`config.mk`:
```
export PLATFORM = sky130hd
export DESIGN_NAME = instr_fetch_group
export DESIGN_NICKNAME = d
export VERILOG_FILES = /design/src/rtl/instr_fetch_group.sv
export SDC_FILE = /design/constraint.sdc
export NUM_CORES = 1
export LEC_CHECK = 0
export ABC_AREA = 1
export CORE_MARGIN = 2
export CORE_UTILIZATION = 58
export CTS_CLUSTER_SIZE = 8
export DETAILED_ROUTE_END_ITERATION = 12
export GPL_ROUTABILITY_DRIVEN = 0
export PLACE_DENSITY = 0.79
export SLEW_MARGIN = 15
export SYNTH_ARGS = -nofsm -noshare
export SYNTH_HDL_FRONTEND = slang
export SYNTH_SLANG_ARGS = --single-unit
```
`constraint.sdc`:
```
create_clock -name i_clk -period 7.3 [get_ports i_clk]
set_clock_uncertainty 0.1 [all_clocks]
set_input_delay 1.46 -clock i_clk [delete_from_list [all_inputs] [get_ports i_clk]]
set_output_delay 1.46 -clock i_clk [all_outputs]
set_load 0.005 [all_outputs]
```
`src/rtl/instr_fetch_group.sv`:
```
// ---------------------------------------------------------------------------
// instr_fetch_group
//   Front-end fetch sequencer. Holds the fetch PC, issues 8-byte aligned
//   requests to the I-side memory port (credit-limited), buffers in-order
//   responses and presents each group as two 32-bit slots with per-halfword
//   valid bits plus the true entry PC of the group.
//
// Optional feature macro: IFETCH_FAULT_EN
//   defined   : o_fault port exists; a kept faulting beat halts fetch until
//               the next redirect.
//   undefined : i_resp_fault is ignored and fetch never halts.
//
// Ports
//   i_clk          clock, rising edge
//   i_rst_n        synchronous active-low reset
//   i_redirect     PC redirect / flush, highest priority after reset
//   i_redirect_pc  new fetch PC (2-byte aligned)
//   i_stall        hold the output group
//   o_req_valid    memory request valid
//   o_req_addr     8-byte aligned request address
//   i_req_ready    memory accepts the request
//   i_resp_valid   response beat (in request order)
//   i_resp_data    group bytes 0..7, little-endian
//   i_resp_fault   access fault for this beat
//   o_pc           entry PC of the presented group
//   o_instrs       two slots; slot k = o_instrs[34k +: 34] = {valid[1:0], instr[31:0]}
//                  valid[0] covers instr[15:0], valid[1] covers instr[31:16]
//   o_fault        group faulted (IFETCH_FAULT_EN only)
// ---------------------------------------------------------------------------
module instr_fetch_group #(
  parameter int                     VADDR_WIDTH     = 32,
  parameter logic [VADDR_WIDTH-1:0] RESET_PC        = 32'h8000_0000,
  parameter int                     MAX_OUTSTANDING = 2
) (
  input  logic                   i_clk,
  input  logic                   i_rst_n,
  input  logic                   i_redirect,
  input  logic [VADDR_WIDTH-1:0] i_redirect_pc,
  input  logic                   i_stall,
  output logic                   o_req_valid,
  output logic [VADDR_WIDTH-1:0] o_req_addr,
  input  logic                   i_req_ready,
  input  logic                   i_resp_valid,
  input  logic [63:0]            i_resp_data,
  input  logic                   i_resp_fault,
  output logic [VADDR_WIDTH-1:0] o_pc,
  output logic [67:0]            o_instrs
`ifdef IFETCH_FAULT_EN
  ,
  output logic                   o_fault
`endif
);

  // FIFO entry layout: {fault, entry pc, data}
  localparam int                     ENTRY_W     = 1 + VADDR_WIDTH + 64;
  localparam logic [2:0]             MAX_CREDITS = 3'(MAX_OUTSTANDING);
  localparam logic [VADDR_WIDTH-4:0] GROUP_INC   = {{(VADDR_WIDTH-4){1'b0}}, 1'b1};

  // Per-halfword valid bits from the entry offset pc[2:1]
  function automatic logic [3:0] hw_valid(input logic [1:0] off);
    logic [3:0] v;
    case (off)
      2'd0:    v = 4'b1111;
      2'd1:    v = 4'b1110;
      2'd2:    v = 4'b1100;
      2'd3:    v = 4'b1000;
      default: v = 4'b0000;
    endcase
    return v;
  endfunction

  logic                   r_run;
  logic [VADDR_WIDTH-1:0] r_fpc;
  logic [1:0]             r_outstanding;
  logic [1:0]             r_drop;
  // Queues are sized for the widest legal credit limit; the credit rule
  // bounds their occupancy to MAX_OUTSTANDING.
  logic [VADDR_WIDTH-1:0] r_tag_q [0:3];
  logic [1:0]             r_tag_wr;
  logic [1:0]             r_tag_rd;
  logic [ENTRY_W-1:0]     r_fifo [0:3];
  logic [1:0]             r_fifo_wr;
  logic [1:0]             r_fifo_rd;
  logic [1:0]             r_fifo_cnt;
  logic [63:0]            r_out_data;
  logic [3:0]             r_out_vld;
  logic [VADDR_WIDTH-1:0] r_out_pc;
  logic                   r_out_fault;

  logic                   w_halted;
  logic                   w_fault_in;
  logic                   w_beat_keep;
  logic                   w_fifo_empty;
  logic                   w_pop;
  logic                   w_bypass;
  logic                   w_push;
  logic                   w_credit;
  logic                   w_accept;
  logic                   w_avail;
  logic [ENTRY_W-1:0]     w_beat;
  logic [ENTRY_W-1:0]     w_next;
  logic [VADDR_WIDTH-1:0] w_next_pc;

`ifdef IFETCH_FAULT_EN
  logic r_halted;
  assign w_fault_in = i_resp_fault;
  assign w_halted   = r_halted;
  assign o_fault    = r_out_fault;

  // Halt after a kept faulting beat; only a redirect restarts fetch
  always_ff @(posedge i_clk) begin
    if (!i_rst_n) begin
      r_halted <= 1'b0;
    end else if (i_redirect) begin
      r_halted <= 1'b0;
    end else if (w_beat_keep && i_resp_fault) begin
      r_halted <= 1'b1;
    end
  end
`else
  logic w_unused;
  assign w_fault_in = 1'b0;
  assign w_halted   = 1'b0;
  assign w_unused   = &{1'b0, i_resp_fault, r_out_fault};
`endif

  // Beats still owed to a pre-redirect request are discarded
  assign w_beat_keep  = i_resp_valid & (r_drop == 2'd0);
  assign w_beat       = {w_fault_in, r_tag_q[r_tag_rd], i_resp_data};
  assign w_fifo_empty = (r_fifo_cnt == 2'd0);
  assign w_pop        = ~i_redirect & ~i_stall & ~w_fifo_empty;
  assign w_bypass     = ~i_redirect & ~i_stall & w_fifo_empty & w_beat_keep;
  assign w_push       = ~i_redirect & w_beat_keep & ~w_bypass;
  assign w_next       = w_fifo_empty ? w_beat : r_fifo[r_fifo_rd];
  assign w_next_pc    = w_next[64 +: VADDR_WIDTH];
  assign w_avail      = ~w_fifo_empty | w_beat_keep;

  // Credits cover requests in flight plus beats parked in the FIFO
  assign w_credit    = ({1'b0, r_outstanding} + {1'b0, r_fifo_cnt}) < MAX_CREDITS;
  assign o_req_valid = i_rst_n & r_run & ~w_halted & ~i_redirect & w_credit;
  assign w_accept    = o_req_valid & i_req_ready;
  assign o_req_addr  = {r_fpc[VADDR_WIDTH-1:3], 3'b000};

  assign o_pc     = r_out_pc;
  assign o_instrs = {r_out_vld[3:2], r_out_data[63:32], r_out_vld[1:0], r_out_data[31:0]};

  // Fetch PC, in-flight and drop counters
  always_ff @(posedge i_clk) begin
    if (!i_rst_n) begin
      r_run         <= 1'b0;
      r_fpc         <= RESET_PC;
      r_outstanding <= 2'd0;
      r_drop        <= 2'd0;
    end else begin
      r_run         <= 1'b1;
      r_outstanding <= r_outstanding + {1'b0, w_accept} - {1'b0, i_resp_valid};
      if (i_redirect) begin
        r_fpc  <= i_redirect_pc;
        // every request still in flight after this edge is stale
        r_drop <= r_outstanding - {1'b0, i_resp_valid};
      end else begin
        if (w_accept) begin
          r_fpc <= {r_fpc[VADDR_WIDTH-1:3] + GROUP_INC, 3'b000};
        end
        if (i_resp_valid && (r_drop != 2'd0)) begin
          r_drop <= r_drop - 2'd1;
        end
      end
    end
  end

  // Entry-PC tag queue; every beat, kept or dropped, retires one tag
  always_ff @(posedge i_clk) begin
    if (!i_rst_n) begin
      r_tag_wr <= 2'd0;
      r_tag_rd <= 2'd0;
    end else begin
      if (w_accept) begin
        r_tag_q[r_tag_wr] <= r_fpc;
        r_tag_wr          <= r_tag_wr + 2'd1;
      end
      if (i_resp_valid) begin
        r_tag_rd <= r_tag_rd + 2'd1;
      end
    end
  end

  // Response FIFO and output group register
  always_ff @(posedge i_clk) begin
    if (!i_rst_n) begin
      r_fifo_wr   <= 2'd0;
      r_fifo_rd   <= 2'd0;
      r_fifo_cnt  <= 2'd0;
      r_out_data  <= 64'd0;
      r_out_vld   <= 4'b0000;
      r_out_pc    <= {VADDR_WIDTH{1'b0}};
      r_out_fault <= 1'b0;
    end else if (i_redirect) begin
      r_fifo_wr   <= 2'd0;
      r_fifo_rd   <= 2'd0;
      r_fifo_cnt  <= 2'd0;
      r_out_vld   <= 4'b0000;
      r_out_fault <= 1'b0;
    end else begin
      if (w_push) begin
        r_fifo[r_fifo_wr] <= w_beat;
        r_fifo_wr         <= r_fifo_wr + 2'd1;
      end
      if (w_pop) begin
        r_fifo_rd <= r_fifo_rd + 2'd1;
      end
      r_fifo_cnt <= r_fifo_cnt + {1'b0, w_push} - {1'b0, w_pop};
      if (!i_stall) begin
        if (w_avail) begin
          r_out_data  <= w_next[63:0];
          r_out_pc    <= w_next_pc;
          r_out_vld   <= hw_valid(w_next_pc[2:1]);
          r_out_fault <= w_next[ENTRY_W-1];
        end else begin
          r_out_vld   <= 4'b0000;
          r_out_fault <= 1'b0;
        end
      end
    end
  end

  instr_fetch_group_chk #(
    .MAX_OUTSTANDING (MAX_OUTSTANDING)
  ) u_chk (
    .i_clk         (i_clk),
    .i_rst_n       (i_rst_n),
    .i_outstanding (r_outstanding),
    .i_drop        (r_drop),
    .i_fifo_cnt    (r_fifo_cnt),
    .i_push        (w_push),
    .i_pop         (w_pop),
    .i_resp_valid  (i_resp_valid)
  );

endmodule

// ---------------------------------------------------------------------------
// instr_fetch_group_chk
//   Invariants of the fetch sequencer counters and response FIFO.
// Ports: clock/reset, counter values, FIFO push/pop strobes, response valid.
// ---------------------------------------------------------------------------
module instr_fetch_group_chk #(
  parameter int MAX_OUTSTANDING = 2
) (
  input logic       i_clk,
  input logic       i_rst_n,
  input logic [1:0] i_outstanding,
  input logic [1:0] i_drop,
  input logic [1:0] i_fifo_cnt,
  input logic       i_push,
  input logic       i_pop,
  input logic       i_resp_valid
);
  localparam logic [2:0] MAX_CREDITS = 3'(MAX_OUTSTANDING);

  a_out_max: assert property (@(posedge i_clk) disable iff (!i_rst_n)
    {1'b0, i_outstanding} <= MAX_CREDITS);
  a_credit_sum: assert property (@(posedge i_clk) disable iff (!i_rst_n)
    ({1'b0, i_outstanding} + {1'b0, i_fifo_cnt}) <= MAX_CREDITS);
  a_drop_le_out: assert property (@(posedge i_clk) disable iff (!i_rst_n)
    i_drop <= i_outstanding);
  a_fifo_overflow: assert property (@(posedge i_clk) disable iff (!i_rst_n)
    !(i_push && !i_pop && ({1'b0, i_fifo_cnt} == MAX_CREDITS)));
  a_resp_underflow: assert property (@(posedge i_clk) disable iff (!i_rst_n)
    !(i_resp_valid && (i_outstanding == 2'd0)));
endmodule
```
==> flow_summary_export.csv, run 1 <==
group,metric,value,unit
run_status,status,"finished, final reports clean",
setup_path,cp-start-kind,"input pin",
floorplan,die_h,217.9,um
logic_synthesis,syn_area_per_cell,11.26,um2
logic_synthesis,synth_xor_area_share,0.4951,%
finish,drive_gt1_share,5.871,%
timing,setup_tns,0,ns
setup_path,critPathBufInv,4,
logic_synthesis,yosys_warnings,0,
clocking,cts_tree,"yes",
setup_path,crit_path_max_incr_delay,0.51,ns
clocking,postCtsResizedCells,0,
setup_path,slowest_stage,"clkdlybuf4s50_1",
finish,most-common-layout-cells,"edfxtp_1, o21ai_0, nor2_1",
floorplan,fp.dieArea,0.04747,mm2
clocking,cts_hold_buf,0,
floorplan,die_w,217.9,um
finish,nNetsFinal,2649,
grt,grtUsageMet1,35.61,%
grt,antenna_found_initial,2,
route,ant_nets,0,
placement,dp.cells,3036,
clocking,htree_levels,3,
timing,tightest_slew,1.100,ns
grt,grt-ovfl-total,0,
route,routed_via_density,5.990,
grt,grt_pass1_vias,19085,
setup_path,end_kind,"output port",
clocking,clock_path_buffers,3,
clocking,clk_pin_slew,0.05,ns
clocking,clock-sinks,663,
timing,setup_viol,0,
grt,grt_most_used_layer,"met2",
setup_path,cp.required,5.74,ns
floorplan,boundaryPins,236,
setup_path,path_cells,"clkdlybuf4s50_1 -> buf_4 -> inv_6 -> nand2_4 -> nor2_4 -> clkdlybuf4s50_1",
floorplan,initial_core_util,58.59,%
grt,grt_max_degree,110,
finish,fillers,3040,
floorplan,core.rowCount,78,
clocking,insertion_delay,0.63,ns
logic_synthesis,synth_seq_area_share,69.34,%
finish,layout_commonest_cell,"edfxtp_1",
hold_path,min_from,"r_out_vld[3]$_SDFFE_PP0N_",
grt,use_met3,4.826,%
finish,syn_to_final_growth,19.04,%
logic_synthesis,netlist_instances,2356,
clocking,cts_setup_buffers,0,
floorplan,coreArea,0.04528,mm2
grt,met2_usage,46.65,%
hold_path,hold_class,"register to register",
route,drt-pass1-iter-count,7,
logic_synthesis,synth_top_family_by_area,"compound AO/OA/AOI/OAI gates",
route,totalWireLength,66.56,mm
timing,hold_violations,0,
timing,drv_slew,0,
power,ir_drop,203.4,uV
setup_path,worstPathArrival,3.16,ns
timing,min_period_over_period,64.60,%
route,num_vias,19223,
flow_run,drv_cap,0,
setup_path,rr_startpoint,"r_fifo_cnt[1]$_SDFF_PP0_",
setup_path,critPathTopFamily,"buffers and inverters",
clocking,cts-root-buf,"clkbuf_16",
route,wire_per_inst,20.74,um
route,first_iter_violations,2372,
power,p_leak,11.04,nW
finish,layoutNonFillerInstCount,3209,
logic_synthesis,synthMuxAreaShare,0,%
grt,grt_pass1_wl,102.5,mm
timing,fmax,212.1,MHz
clocking,numCtsBuffers,92,
placement,io_buffer_count,231,
timing,slew_headroom,26.64,%
power,p_per_area,272.8,mW/mm2
timing,rsz0062_at_grt,"no",
placement,hpwl,35.80,mm
grt,grt_usage,27.77,%
setup_path,worstSetupPathType,"input pin to output port",
logic_synthesis,ys_types,39,
logic_synthesis,ys_ff_latch,663,
setup_path,startpoint,"i_redirect",
setup_path,reg2reg_slack,4.01,ns
setup_path,cp_max_fo,34,
route,drcViolationCount,0,
logic_synthesis,synth_adder_area_share,0.7828,%
timing,min_period,4.716,ns
logic_synthesis,synth_compound_area_share,13.91,%
logic_synthesis,syn_area,0.02653,mm2
logic_synthesis,synthSimpleGateAreaFrac,10.34,%
setup_path,crit_top_cell,"clkdlybuf4s50_1",
==> cell families (layout without fill, tap and decap cells) <==
logic type,Yosys count,after routing
and+or+nand+nor,696,696
AOI/OAI and AO/OA,683,683
DFF,663,663
buffers and inverters,282,530
adders and majority gates,16,16
xor gates and xnor gates,15,15
other,1,6
==> path summary, 6_finish.rpt <==
kind         cells past startpoint                        end
min                              2  r_out_vld[3]$_SDFFE_PP0N_
max                              6                o_req_valid
min reg2reg                      2  r_out_vld[3]$_SDFFE_PP0N_
max reg2reg                      6    r_fifo[0][52]$_DFFE_PP_
==> cell type report <==
type / instances / area [um2] / share of cell area (%)
diodes: 3 / 7.507 / 0.02377
clock buffers: 169 / 2655 / 8.406
clock inverters: 1 / 8.758 / 0.02773
inverters: 104 / 409.1 / 1.295
multi-input cells: 1413 / 6829 / 21.62
flip-flops and latches: 663 / 18400 / 58.26
well taps: 600 / 750.7 / 2.377
repair buffers: 256 / 2522 / 7.986
==> worst reg2reg max path: cells and delay by family, from the launching register on <==
kind / cells / cell delay (ns)
flops: 1 / 0.43
buf+inv: 2 / 0.94
compound gates: 1 / 0.35
simple gates: 3 / 1.08
==> Yosys cell counts <==
cell type,count,area (um2)
buf_6,5,56.30
xor2_1,10,87.58
a21oi_1,174,870.8
clkinv_1,2,7.510
nor2_2,1,6.260
inv_4,3,18.77
fa_1,1,20.02
o22ai_1,121,757.0
a22oi_1,2,15.01
buf_1,7,26.28
inv_2,4,15.01
nand4_1,3,18.77
xnor2_1,5,43.79
o21ai_1,24,120.1
buf_4,51,382.9
buf_2,43,215.2
conb_1,1,3.750
or2_2,1,6.260
clkbuf_1,68,255.2
nand2_4,3,33.78
dfxtp_1,151,3023
inv_6,1,8.760
nand2_1,300,1126
o211ai_1,32,240.2
o21ai_2,1,8.760
nor2_1,327,1227
nor2_4,2,22.52
ha_1,15,187.7
o21ai_0,320,1602
edfxtp_1,512,15370
o31ai_1,2,15.01
nor3_1,2,10.01
nand2_2,1,6.260
clkbuf_2,4,20.02
a31oi_1,4,25.02
nand3_1,54,270.3
o22ai_2,3,37.54
nand3b_1,2,15.01
inv_1,94,352.8
==> metal layers <==
metal  share of wire (%)  vias up
li1                    -     8707
met1                  39     9351
met2                  49      989
met3                 8.2      176
met4                 3.3        0
met5                   0        -
==> report_power, final <==
group	internal [mW]	switching [mW]	total [mW]	leakage [nW]
Clock	2.42	1.52	3.93	1.26
Sequential	4.15	0.0629	4.21	5.86
Combinational	0.196	0.273	0.469	3.92
==> registers in the layout, summed over array words and instances (netlist names), named ones only <==
name / cells
o_pc: 32
r_drop: 2
r_fifo: 384
r_fifo_cnt: 2
r_fifo_rd: 2
r_fifo_wr: 2
r_fpc: 32
r_out_data: 64
r_out_vld: 4
r_outstanding: 2
r_run: 1
r_tag_q: 128
r_tag_rd: 2
r_tag_wr: 2
==> per-stage QoR <==
| stage | util [%] | setup WS [ns] | area, um2 | power [mW] | hold WS [ns] |
|---|---|---|---|---|---|
| floorplan | - | 0.7237 | 26540 | 4.498 | 0.3121 |
| global route | 69.74 | 2.504 | 31580 | 8.858 | 0.3911 |
| global placement | 63.85 | 2.571 | 28910 | 4.719 | 0.3232 |
| CTS | 69.73 | 2.568 | 31580 | 8.640 | 0.3700 |
| finish | 69.75 | 2.584 | 31590 | 8.617 | 0.3641 |
| detailed placement | 63.85 | 2.566 | 28910 | 4.739 | 0.3629 |
Power figures use the tool's default switching activity.
==> run 2, diff against run 1 <==
--- a/config.mk
+++ b/config.mk
@@ -7,11 +7,11 @@
 export LEC_CHECK = 0
 export ABC_AREA = 1
 export CORE_MARGIN = 2
-export CORE_UTILIZATION = 58
+export CORE_UTILIZATION = 52
 export CTS_CLUSTER_SIZE = 8
 export DETAILED_ROUTE_END_ITERATION = 12
 export GPL_ROUTABILITY_DRIVEN = 0
-export PLACE_DENSITY = 0.79
+export PLACE_DENSITY = 0.75
 export SLEW_MARGIN = 15
 export SYNTH_ARGS = -nofsm -noshare
 export SYNTH_HDL_FRONTEND = slang
==> constraint.sdc (replaced) <==
create_clock -name i_clk -period 4.1 [get_ports i_clk]
set_clock_uncertainty 0.1 [all_clocks]
set_input_delay 0.82 -clock i_clk [delete_from_list [all_inputs] [get_ports i_clk]]
set_output_delay 0.82 -clock i_clk [all_outputs]
set_load 0.005 [all_outputs]
==> flow_summary_export.csv, run 2 (synthesized netlist as in run 1, its figures left out) <==
group,metric,value,unit
route,wire_per_inst,19.54,um
finish,fillers,3772,
clocking,insertion_delay,0.62,ns
timing,tightest_slew,1.181,ns
clocking,clk_pin_slew,0.05,ns
timing,rsz0062_at_grt,"no",
clocking,clock_path_buffers,3,
finish,most-common-layout-cells,"edfxtp_1, o21ai_0, nor2_1",
timing,hold_violations,0,
finish,largest_reg_flops,384,
finish,top_register,"r_fifo",
floorplan,fp.dieArea,0.05285,mm2
floorplan,core.rowCount,82,
finish,layout_commonest_cell,"edfxtp_1",
route,routed_via_density,5.769,
floorplan,initial_core_util,52.78,%
grt,grt_usage,24.09,%
grt,grt-ovfl-total,0,
timing,setup_viol,0,
finish,nNetsFinal,2663,
power,p_comb_share,5.4,%
setup_path,cp-start-kind,"register",
timing,slew_headroom,21.26,%
finish,reg.largest.list,"r_fifo: 384 flops, r_tag_q: 128 flops, r_out_data: 64 flops",
finish,syn_to_final_growth,20.21,%
route,first_iter_violations,1806,
power,pwr-share-clk,45.5,%
power,ir_drop,357.5,uV
finish,diodes,0,
clocking,numCtsBuffers,92,
timing,min_period_over_period,82.52,%
timing,min_period,3.383,ns
placement,io_buffer_count,231,
route,drt-pass1-iter-count,5,
power,p_leak,11.14,nW
finish,drive_gt1_share,6.519,%
finish,multi_input_area,0.006829,mm2
grt,antenna_found_initial,0,
power,switchingPower,3.313,mW
clocking,cts_tree,"yes",
floorplan,die_w,229.9,um
setup_path,end_kind,"output port",
floorplan,coreArea,0.05027,mm2
clocking,cts-root-buf,"clkbuf_16",
grt,grt_pass1_wl,100.4,mm
grt,grt_max_degree,98,
placement,hpwl,36.57,mm
power,p_per_area,479.2,mW/mm2
route,totalWireLength,64.39,mm
flow_run,drv_cap,0,
clocking,postCtsResizedCells,0,
hold_path,hold_class,"register to register",
floorplan,boundaryPins,236,
clocking,htree_levels,3,
clocking,clock-sinks,663,
route,num_vias,19010,
timing,drv_slew,0,
setup_path,worstPathArrival,2.46,ns
timing,fin_hold_ws,0.3495,ns
clocking,cts_hold_buf,0,
setup_path,worstSetupPathType,"register to output port",
grt,grt_pass1_vias,18834,
finish,regArea,0.01840,mm2
timing,fmax,295.6,MHz
route,drcViolationCount,0,
power,seqPwrFrac,49.1,%
run_status,status,"finished, final reports clean",
power,switching_share,21.67,%
power,internal_power,11.97,mW
setup_path,cp_max_fo,3,
finish,final_core_util,63.44,%
clocking,cts_setup_buffers,0,
floorplan,die_h,229.9,um
route,ant_nets,0,
setup_path,cp.required,3.18,ns
## run 2: layer usage
| metal | share of wire (%) | global-route usage (%) |
|---|---|---|
| met5 | 0 | 0 |
| met4 | 2.8 | 10.12 |
| met3 | 8.4 | 4.241 |
| met2 | 49 | 40.37 |
| met1 | 40 | 31.03 |
## run 2: worst paths after layout
path,start,endpoint,slack [ns],cells past startpoint
min,r_tag_rd[1]$_SDFFE_PN0P_,r_tag_rd[1]$_SDFFE_PN0P_,0.35,1
min reg2reg,r_tag_rd[1]$_SDFFE_PN0P_,r_tag_rd[1]$_SDFFE_PN0P_,0.35,1
max reg2reg,r_fifo_cnt[0]$_SDFF_PP0_,r_outstanding[1]$_SDFF_PN0_,1.44,13
max,r_fifo_cnt[0]$_SDFF_PP0_,o_req_valid,0.72,7
## run 2: stage by stage
stage / cell area, um2 / TNS (ns) / cells / worst slack, ns / total power [mW]
after floorplan: 26550 / -101.15 / 2358 / -0.2634 / 8.008
after global placement: 29210 / 0 / 3122 / 0.7990 / 8.416
after detailed placement: 29210 / 0 / 3122 / 0.8141 / 8.447
after CTS: 31900 / 0 / 3295 / 0.6627 / 15.37
after global routing: 31900 / 0 / 3295 / 0.5810 / 15.77
final: 31900 / 0 / 3295 / 0.7167 / 15.29
## run 2: final cells by class
class	count	area share (%)
flip-flops and latches	663	57.70
inverters	104	1.271
well taps	672	2.636
clock buffers	166	8.089
clock inverters	7	0.3413
multi-input cells	1413	21.41
repair buffers	270	8.552
## run 2: power by group through the flow
stage	clock, mW	sequential, mW	combinational (mW)
floorplan	0	7.59	0.416
global placement	0	7.62	0.793
detailed placement	0	7.63	0.819
CTS	7.04	7.50	0.827
global route	7.35	7.51	0.908
finish	6.95	7.51	0.832
## run 2: worst max-delay path, cell delays in order (launching register included)
cell             delay, ns
dfxtp_1               0.40
nand2_1               0.07
inv_1                 0.06
fa_1                  0.41
nor2_1                0.14
nand2_1               0.12
nor2_4                0.13
clkdlybuf4s50_1       0.52
